--- config.mk ---
export PLATFORM = sky130hd
export DESIGN_NAME = motor_duty_ramp_master_flat
export DESIGN_NICKNAME = d
export VERILOG_FILES = /design/src/rtl/motor_duty_ramp_master_if.sv /design/src/rtl/motor_duty_ramp_master.sv /design/src/flat_wrapper.sv
export SDC_FILE = /design/constraint.sdc
export NUM_CORES = 1
export LEC_CHECK = 0
export ABC_AREA = 1
export BUFFER_PORTS_ARGS = -buffer_cell sky130_fd_sc_hd__buf_2
export CAP_MARGIN = 30
export CORE_MARGIN = 2
export CORE_UTILIZATION = 50
export DETAILED_ROUTE_END_ITERATION = 8
export PLACE_DENSITY = 0.81
export REMOVE_ABC_BUFFERS = 1
export SLEW_MARGIN = 20
export SYNTH_ARGS = -nofsm -noshare
export SYNTH_HDL_FRONTEND = slang
export SYNTH_SLANG_ARGS = --single-unit
--- constraint.sdc ---
create_clock -name clk -period 2.3 [get_ports clk]
set_input_delay 0.23 -clock clk [delete_from_list [all_inputs] [get_ports clk]]
set_output_delay 0.23 -clock clk [all_outputs]
set_load 0.05 [all_outputs]
--- src/rtl/motor_duty_ramp_master_if.sv ---
// Avalon-MM bundle between the duty ramp master and the duty PIO slave.
// Master drives the request side; slave returns data and stall.
interface motor_duty_ramp_master_if #(
  parameter int unsigned ADDR_WIDTH = 32
);
  logic [ADDR_WIDTH-1:0] avm_address;
  logic                  avm_write;
  logic [31:0]           avm_writedata;
  logic                  avm_read;
  logic [31:0]           avm_readdata;
  logic                  avm_waitrequest;

  modport master (
    output avm_address,
    output avm_write,
    output avm_writedata,
    output avm_read,
    input  avm_readdata,
    input  avm_waitrequest
  );

  modport slave (
    input  avm_address,
    input  avm_write,
    input  avm_writedata,
    input  avm_read,
    output avm_readdata,
    output avm_waitrequest
  );
endinterface

--- src/rtl/motor_duty_ramp_master.sv ---
// Avalon-MM master ramping the motor duty PIO one LSB per step.
// Define MOTOR_RAMP_READBACK_VERIFY_EN to read back and check each step.
module motor_duty_ramp_master #(
  parameter int unsigned           ADDR_WIDTH = 32,
  parameter logic [ADDR_WIDTH-1:0] DUTY_ADDR  = '0,
  parameter int unsigned           DUTY_W     = 3,
  parameter int unsigned           STEP_DIV   = 50000
) (
  input  logic                  clk,
  input  logic                  reset,
  input  logic [DUTY_W-1:0]     target_duty,
  input  logic                  target_valid,
  motor_duty_ramp_master_if.master avm,
  output logic [DUTY_W-1:0]     cur_duty,
  output logic                  busy,
  output logic                  verify_err
);

  localparam logic [23:0] CNT_LOAD = 24'(STEP_DIV - 1);

  typedef enum logic [2:0] {
    INIT,
    IDLE,
    WAIT_STEP,
    WRITE
`ifdef MOTOR_RAMP_READBACK_VERIFY_EN
    ,
    RD_REQ,
    RD_CHK
`endif
  } state_t;

  state_t            state_q, state_d;
  logic [DUTY_W-1:0] tgt_q;
  logic [DUTY_W-1:0] cur_q, cur_d;
  logic [DUTY_W-1:0] wdata_q, wdata_d;
  logic [23:0]       cnt_q, cnt_d;
  logic              wr_q, wr_d;
  logic              rd_q, rd_d;
  logic              err_q, err_d;

  always_ff @(posedge clk) begin
    if (reset) begin
      tgt_q <= '0;
    end else if (target_valid) begin
      tgt_q <= target_duty;
    end
  end

  always_ff @(posedge clk) begin
    if (reset) begin
      state_q <= INIT;
      cur_q   <= '0;
      wdata_q <= '0;
      cnt_q   <= '0;
      wr_q    <= 1'b0;
      rd_q    <= 1'b0;
      err_q   <= 1'b0;
    end else begin
      state_q <= state_d;
      cur_q   <= cur_d;
      wdata_q <= wdata_d;
      cnt_q   <= cnt_d;
      wr_q    <= wr_d;
      rd_q    <= rd_d;
      err_q   <= err_d;
    end
  end

  always_comb begin
    state_d = state_q;
    cur_d   = cur_q;
    wdata_d = wdata_q;
    cnt_d   = cnt_q;
    wr_d    = wr_q;
    rd_d    = rd_q;
    err_d   = err_q;
    unique case (state_q)
      INIT: begin
        wdata_d = '0;
        if (!wr_q) begin
          wr_d = 1'b1;
        end else if (!avm.avm_waitrequest) begin
          wr_d    = 1'b0;
          cur_d   = '0;
          state_d = IDLE;
        end
      end
      IDLE: begin
        if (tgt_q != cur_q) begin
          cnt_d   = CNT_LOAD;
          state_d = WAIT_STEP;
        end
      end
      WAIT_STEP: begin
        if (cnt_q != '0) begin
          cnt_d = cnt_q - 24'd1;
        end else if (tgt_q > cur_q) begin
          wdata_d = cur_q + 1'b1;
          wr_d    = 1'b1;
          state_d = WRITE;
        end else if (tgt_q < cur_q) begin
          wdata_d = cur_q - 1'b1;
          wr_d    = 1'b1;
          state_d = WRITE;
        end else begin
          state_d = IDLE;
        end
      end
      WRITE: begin
        if (!avm.avm_waitrequest) begin
          wr_d  = 1'b0;
          cur_d = wdata_q;
`ifdef MOTOR_RAMP_READBACK_VERIFY_EN
          rd_d    = 1'b1;
          state_d = RD_REQ;
`else
          // Fold the idle decision into completion to keep steps STEP_DIV+1 apart
          if (tgt_q != wdata_q) begin
            cnt_d   = CNT_LOAD;
            state_d = WAIT_STEP;
          end else begin
            state_d = IDLE;
          end
`endif
        end
      end
`ifdef MOTOR_RAMP_READBACK_VERIFY_EN
      RD_REQ: begin
        if (!avm.avm_waitrequest) begin
          rd_d    = 1'b0;
          state_d = RD_CHK;
        end
      end
      RD_CHK: begin
        if (avm.avm_readdata[DUTY_W-1:0] != cur_q) begin
          err_d = 1'b1;
        end
        if (tgt_q != cur_q) begin
          cnt_d   = CNT_LOAD;
          state_d = WAIT_STEP;
        end else begin
          state_d = IDLE;
        end
      end
`endif
      default: state_d = INIT;
    endcase
  end

  assign avm.avm_address   = DUTY_ADDR;
  assign avm.avm_write     = wr_q;
  assign avm.avm_writedata = {{(32-DUTY_W){1'b0}}, wdata_q};
  assign cur_duty          = cur_q;
  assign busy              = (state_q != IDLE) || (tgt_q != cur_q);

`ifdef MOTOR_RAMP_READBACK_VERIFY_EN
  assign avm.avm_read = rd_q;
  assign verify_err   = err_q;

  logic unused_rdata;
  assign unused_rdata = ^avm.avm_readdata[31:DUTY_W];
`else
  assign avm.avm_read = 1'b0;
  assign verify_err   = 1'b0;

  logic unused_rd;
  assign unused_rd = ^{avm.avm_readdata, rd_q, rd_d, err_q, err_d};
`endif

endmodule

--- src/flat_wrapper.sv ---
// flat-port wrapper written by rule: the top's interface ports become plain ports
module motor_duty_ramp_master_flat 
#(
  parameter int unsigned           ADDR_WIDTH = 32,
  parameter logic [ADDR_WIDTH-1:0] DUTY_ADDR  = '0,
  parameter int unsigned           DUTY_W     = 3,
  parameter int unsigned           STEP_DIV   = 50000
)
  (clk, reset, target_duty, target_valid, cur_duty, busy, verify_err, avm_avm_address, avm_avm_write, avm_avm_writedata, avm_avm_read, avm_avm_readdata, avm_avm_waitrequest);
  motor_duty_ramp_master_if #(.ADDR_WIDTH(ADDR_WIDTH)) avm_i ();
  input  logic clk;
  input  logic reset;
  input  logic [DUTY_W-1:0] target_duty;
  input  logic target_valid;
  output logic [DUTY_W-1:0] cur_duty;
  output logic busy;
  output logic verify_err;
  output wire logic [$bits(avm_i.avm_address)-1:0] avm_avm_address;
  output wire logic [$bits(avm_i.avm_write)-1:0] avm_avm_write;
  output wire logic [$bits(avm_i.avm_writedata)-1:0] avm_avm_writedata;
  output wire logic [$bits(avm_i.avm_read)-1:0] avm_avm_read;
  input wire logic [$bits(avm_i.avm_readdata)-1:0] avm_avm_readdata;
  input wire logic [$bits(avm_i.avm_waitrequest)-1:0] avm_avm_waitrequest;
  assign avm_avm_address = avm_i.avm_address;
  assign avm_avm_write = avm_i.avm_write;
  assign avm_avm_writedata = avm_i.avm_writedata;
  assign avm_avm_read = avm_i.avm_read;
  assign avm_i.avm_readdata = avm_avm_readdata;
  assign avm_i.avm_waitrequest = avm_avm_waitrequest;
  motor_duty_ramp_master #(.ADDR_WIDTH(ADDR_WIDTH), .DUTY_ADDR(DUTY_ADDR), .DUTY_W(DUTY_W), .STEP_DIV(STEP_DIV)) u_core (.clk(clk), .reset(reset), .target_duty(target_duty), .target_valid(target_valid), .avm(avm_i), .cur_duty(cur_duty), .busy(busy), .verify_err(verify_err));
endmodule
==> flow_summary.ini <==
[synthesis]
ys.flop_type = dfxtp_1
synth_top_cell_by_area = dfxtp_1
synth.distinct_cells = 33
syn_inst = 468
synth_common_cells = 107 x nand2_1, 77 x nor2_1, 64 x buf_4
synthArstFlopShare_pct = 0
synth_edf_count = 0
yosys_warnings = 0
synth_area_leaders = dfxtp_1 24%, buf_4 16%, nand2_1 13%
netlist_area_sq_um = 3010
synth-seq-area-share_pct = 24.0
synth-seq-cells = 36
yosysMostFrequentCell = nand2_1
avgSynthCellArea_sq_um = 6.42
synth_top_area_share_pct = 24.0

[global_route]
grt_pass1_vias = 2373
grt_max_degree = 24
antenna_found_initial = 0
grt_overflow = 0
grt_pass1_wl_microns = 10200
grt_util_all_layers_pct = 19.4

[clock_tree]
cts_setup_buffers = 0
clk_latency_ps = 300
clock-root-buffer = clkbuf_8
clk_pin_slew_worst_paths_ps = 70
cts_tree = yes
htree_levels = 2
cts_buffers = 5
cts_buffer_depth = 2
clock_sinks = 36

[placement]
io_buffers = 14
dpl.hpwl_microns = 4640
placed_area_sq_um = 2900
gp_congestion = 0.908

[run_status]
status = finished, final reports clean

[power]
power_density_nw_per_um2 = 1410
ir_drop_uv = 540
p_leak_nw = 1.46

[die]
dieArea_sq_um = 6650
core-area_sq_um = 5850
die_height_microns = 81.5
die_x_microns = 81.5
rows = 28
io_pins = 110
initial_core_util_pct = 51.4

[cells_and_area]
regArea_sq_um = 726
final_area_sq_um = 3090
fin_nets = 528
fillerInstances = 564
diodes = 0
areaGrowthSynthToFinish_pct = 2.79
multi_input_area_sq_um = 1830
drive_gt1_share_pct = 17.1

[worst_setup_path]
startpoint = u_core.cur_duty[2]
start_kind = flop
critPathArrivalTime_ps = 2330
r2r_cells = 14
worstReg2RegStart = u_core.cur_duty[2]
cp_max_fo = 4
crit_type = flop to flop
cp.required_ps = 2540
endpoint_kind = flop
r2r_setup_slack_ps = 200
rr_endpoint = u_core.wdata_q[2]

[job]
drv_cap = 0

[route]
ant_nets = 0
wirelength_microns = 6200
drt-initial-drc-count = 233
routedWlPerCell_microns = 11.1
avgViaCountPerCell = 4.83
vias = 2702
drt-pass1-iter-count = 4
drc = 0

[min_path]
hp-start = target_duty[0]
holdPathEnd = u_core.tgt_q[0]
hold-path-cell-count = 3
hold_path.class = primary input to flop

[timing]
fin_setup_tns_ps = 0
hold_viol_final = 0
finalSetupViolCount = 0
skew_ps = 5.26
grt_setup_unrepaired = false
finalMaxSlewViolations = 0
post-route-period-util_pct = 91.2
post-route-min-period_ps = 2100
max_freq_mhz = 477
## power by group
group          switching (mW)  leakage (nW)  internal, mW
Sequential              0.148         0.295         0.742
Combinational            1.86          1.09         0.808
Clock                   0.246        0.0784         0.542
Total                    2.26          1.46          2.09
## worst max-delay path by stage
stage / endpoint / slack, ps / depth (start not counted)
3_5_place_dp: u_core.wdata_q[2] / 110 / 14
4_1_cts: u_core.wdata_q[2] / 90 / 14
5_1_grt: u_core.wdata_q[2] / 20 / 14
2_1_floorplan: u_core.wdata_q[2] / -150 / 13
3_3_place_gp: u_core.wdata_q[2] / 180 / 13
6_report: u_core.wdata_q[2] / 200 / 14
## state kept, by name, summed over array words and instances (netlist names)
signal / count
u_core.wdata_q: 3
u_core.state_q: 2
u_core.cnt_q: 24
u_core.avm.avm_write: 1
u_core.tgt_q: 3
u_core.cur_duty: 3
## final cells by class
type | count | area share (%)
Tap cell | 75 | 3.04
Clock buffer | 5 | 2.23
Clock inverter | 3 | 2.91
Timing Repair Buffer | 18 | 3.64
Multi-Input combinational cell | 378 | 59.4
Inverter | 44 | 5.34
Sequential cell | 36 | 23.5
## metrics by stage
stage	power (mW)	utilization, %	hold slack [ps]	worst slack, ps	instances
after floorplan	3.00	-	292	-148	458
after global placement	3.45	49.5	470	181	551
after detailed placement	3.52	49.5	495	108	551
after CTS	4.32	52.2	215	92.5	559
after global routing	4.75	52.8	257	21.3	559
final	4.35	52.8	214	203	559
## layout by cell type, fill, tap and decap left out, types with 13 or more instances in the layout
master	Yosys	routed
nor2_1	77	77
dfxtp_1	36	34
nand3_1	36	35
nand2_1	107	107
conb_1	1	63
a21oi_2	15	15
nor2_2	13	13
a21oi_1	14	14
inv_1	39	39
buf_2	3	14
## worst max-delay path: stages, from the launching register on
cell	delay, ps
dfxtp_4	370
inv_1	70
ha_4	250
a21oi_1	130
o21ai_1	90
nand2_1	80
inv_1	50
fa_1	370
xor2_1	210
inv_1	60
nand2_1	60
nand3_1	60
nand3_1	90
nand2_1	50
nor2_1	80
## layer usage
| metal | GRT usage [%] | share of wire, % | up-vias |
|---|---|---|---|
| met5 | 0 | 0 | - |
| met4 | 7.12 | 2.0 | 0 |
| met3 | 2.86 | 6.6 | 16 |
| met2 | 33.3 | 48 | 111 |
| met1 | 24.5 | 43 | 1211 |
| li1 | - | - | 1364 |
## kinds of logic (layout without fill, tap and decap cells)
group | count (synthesis) | after routing | share of synthesized area (%)
buffers and inverters | 116 | 70 | 23.8
adders and majority gates | 6 | 6 | 2.75
other | 1 | 63 | 0.125
AOI/OAI and AO/OA | 39 | 39 | 8.41
DFF | 36 | 36 | 24.0
and+or+nand+nor | 266 | 266 | 39.8
xor gates and xnor gates | 4 | 4 | 1.17
## what timing repair did
| action | in CTS | in global routing |
|---|---|---|
| setup endpoints to repair | 0 | 1 |
| gates resized for setup | 0 | 7 |
| hold buffers | 0 | 0 |
(Power assumes the default switching activity.)
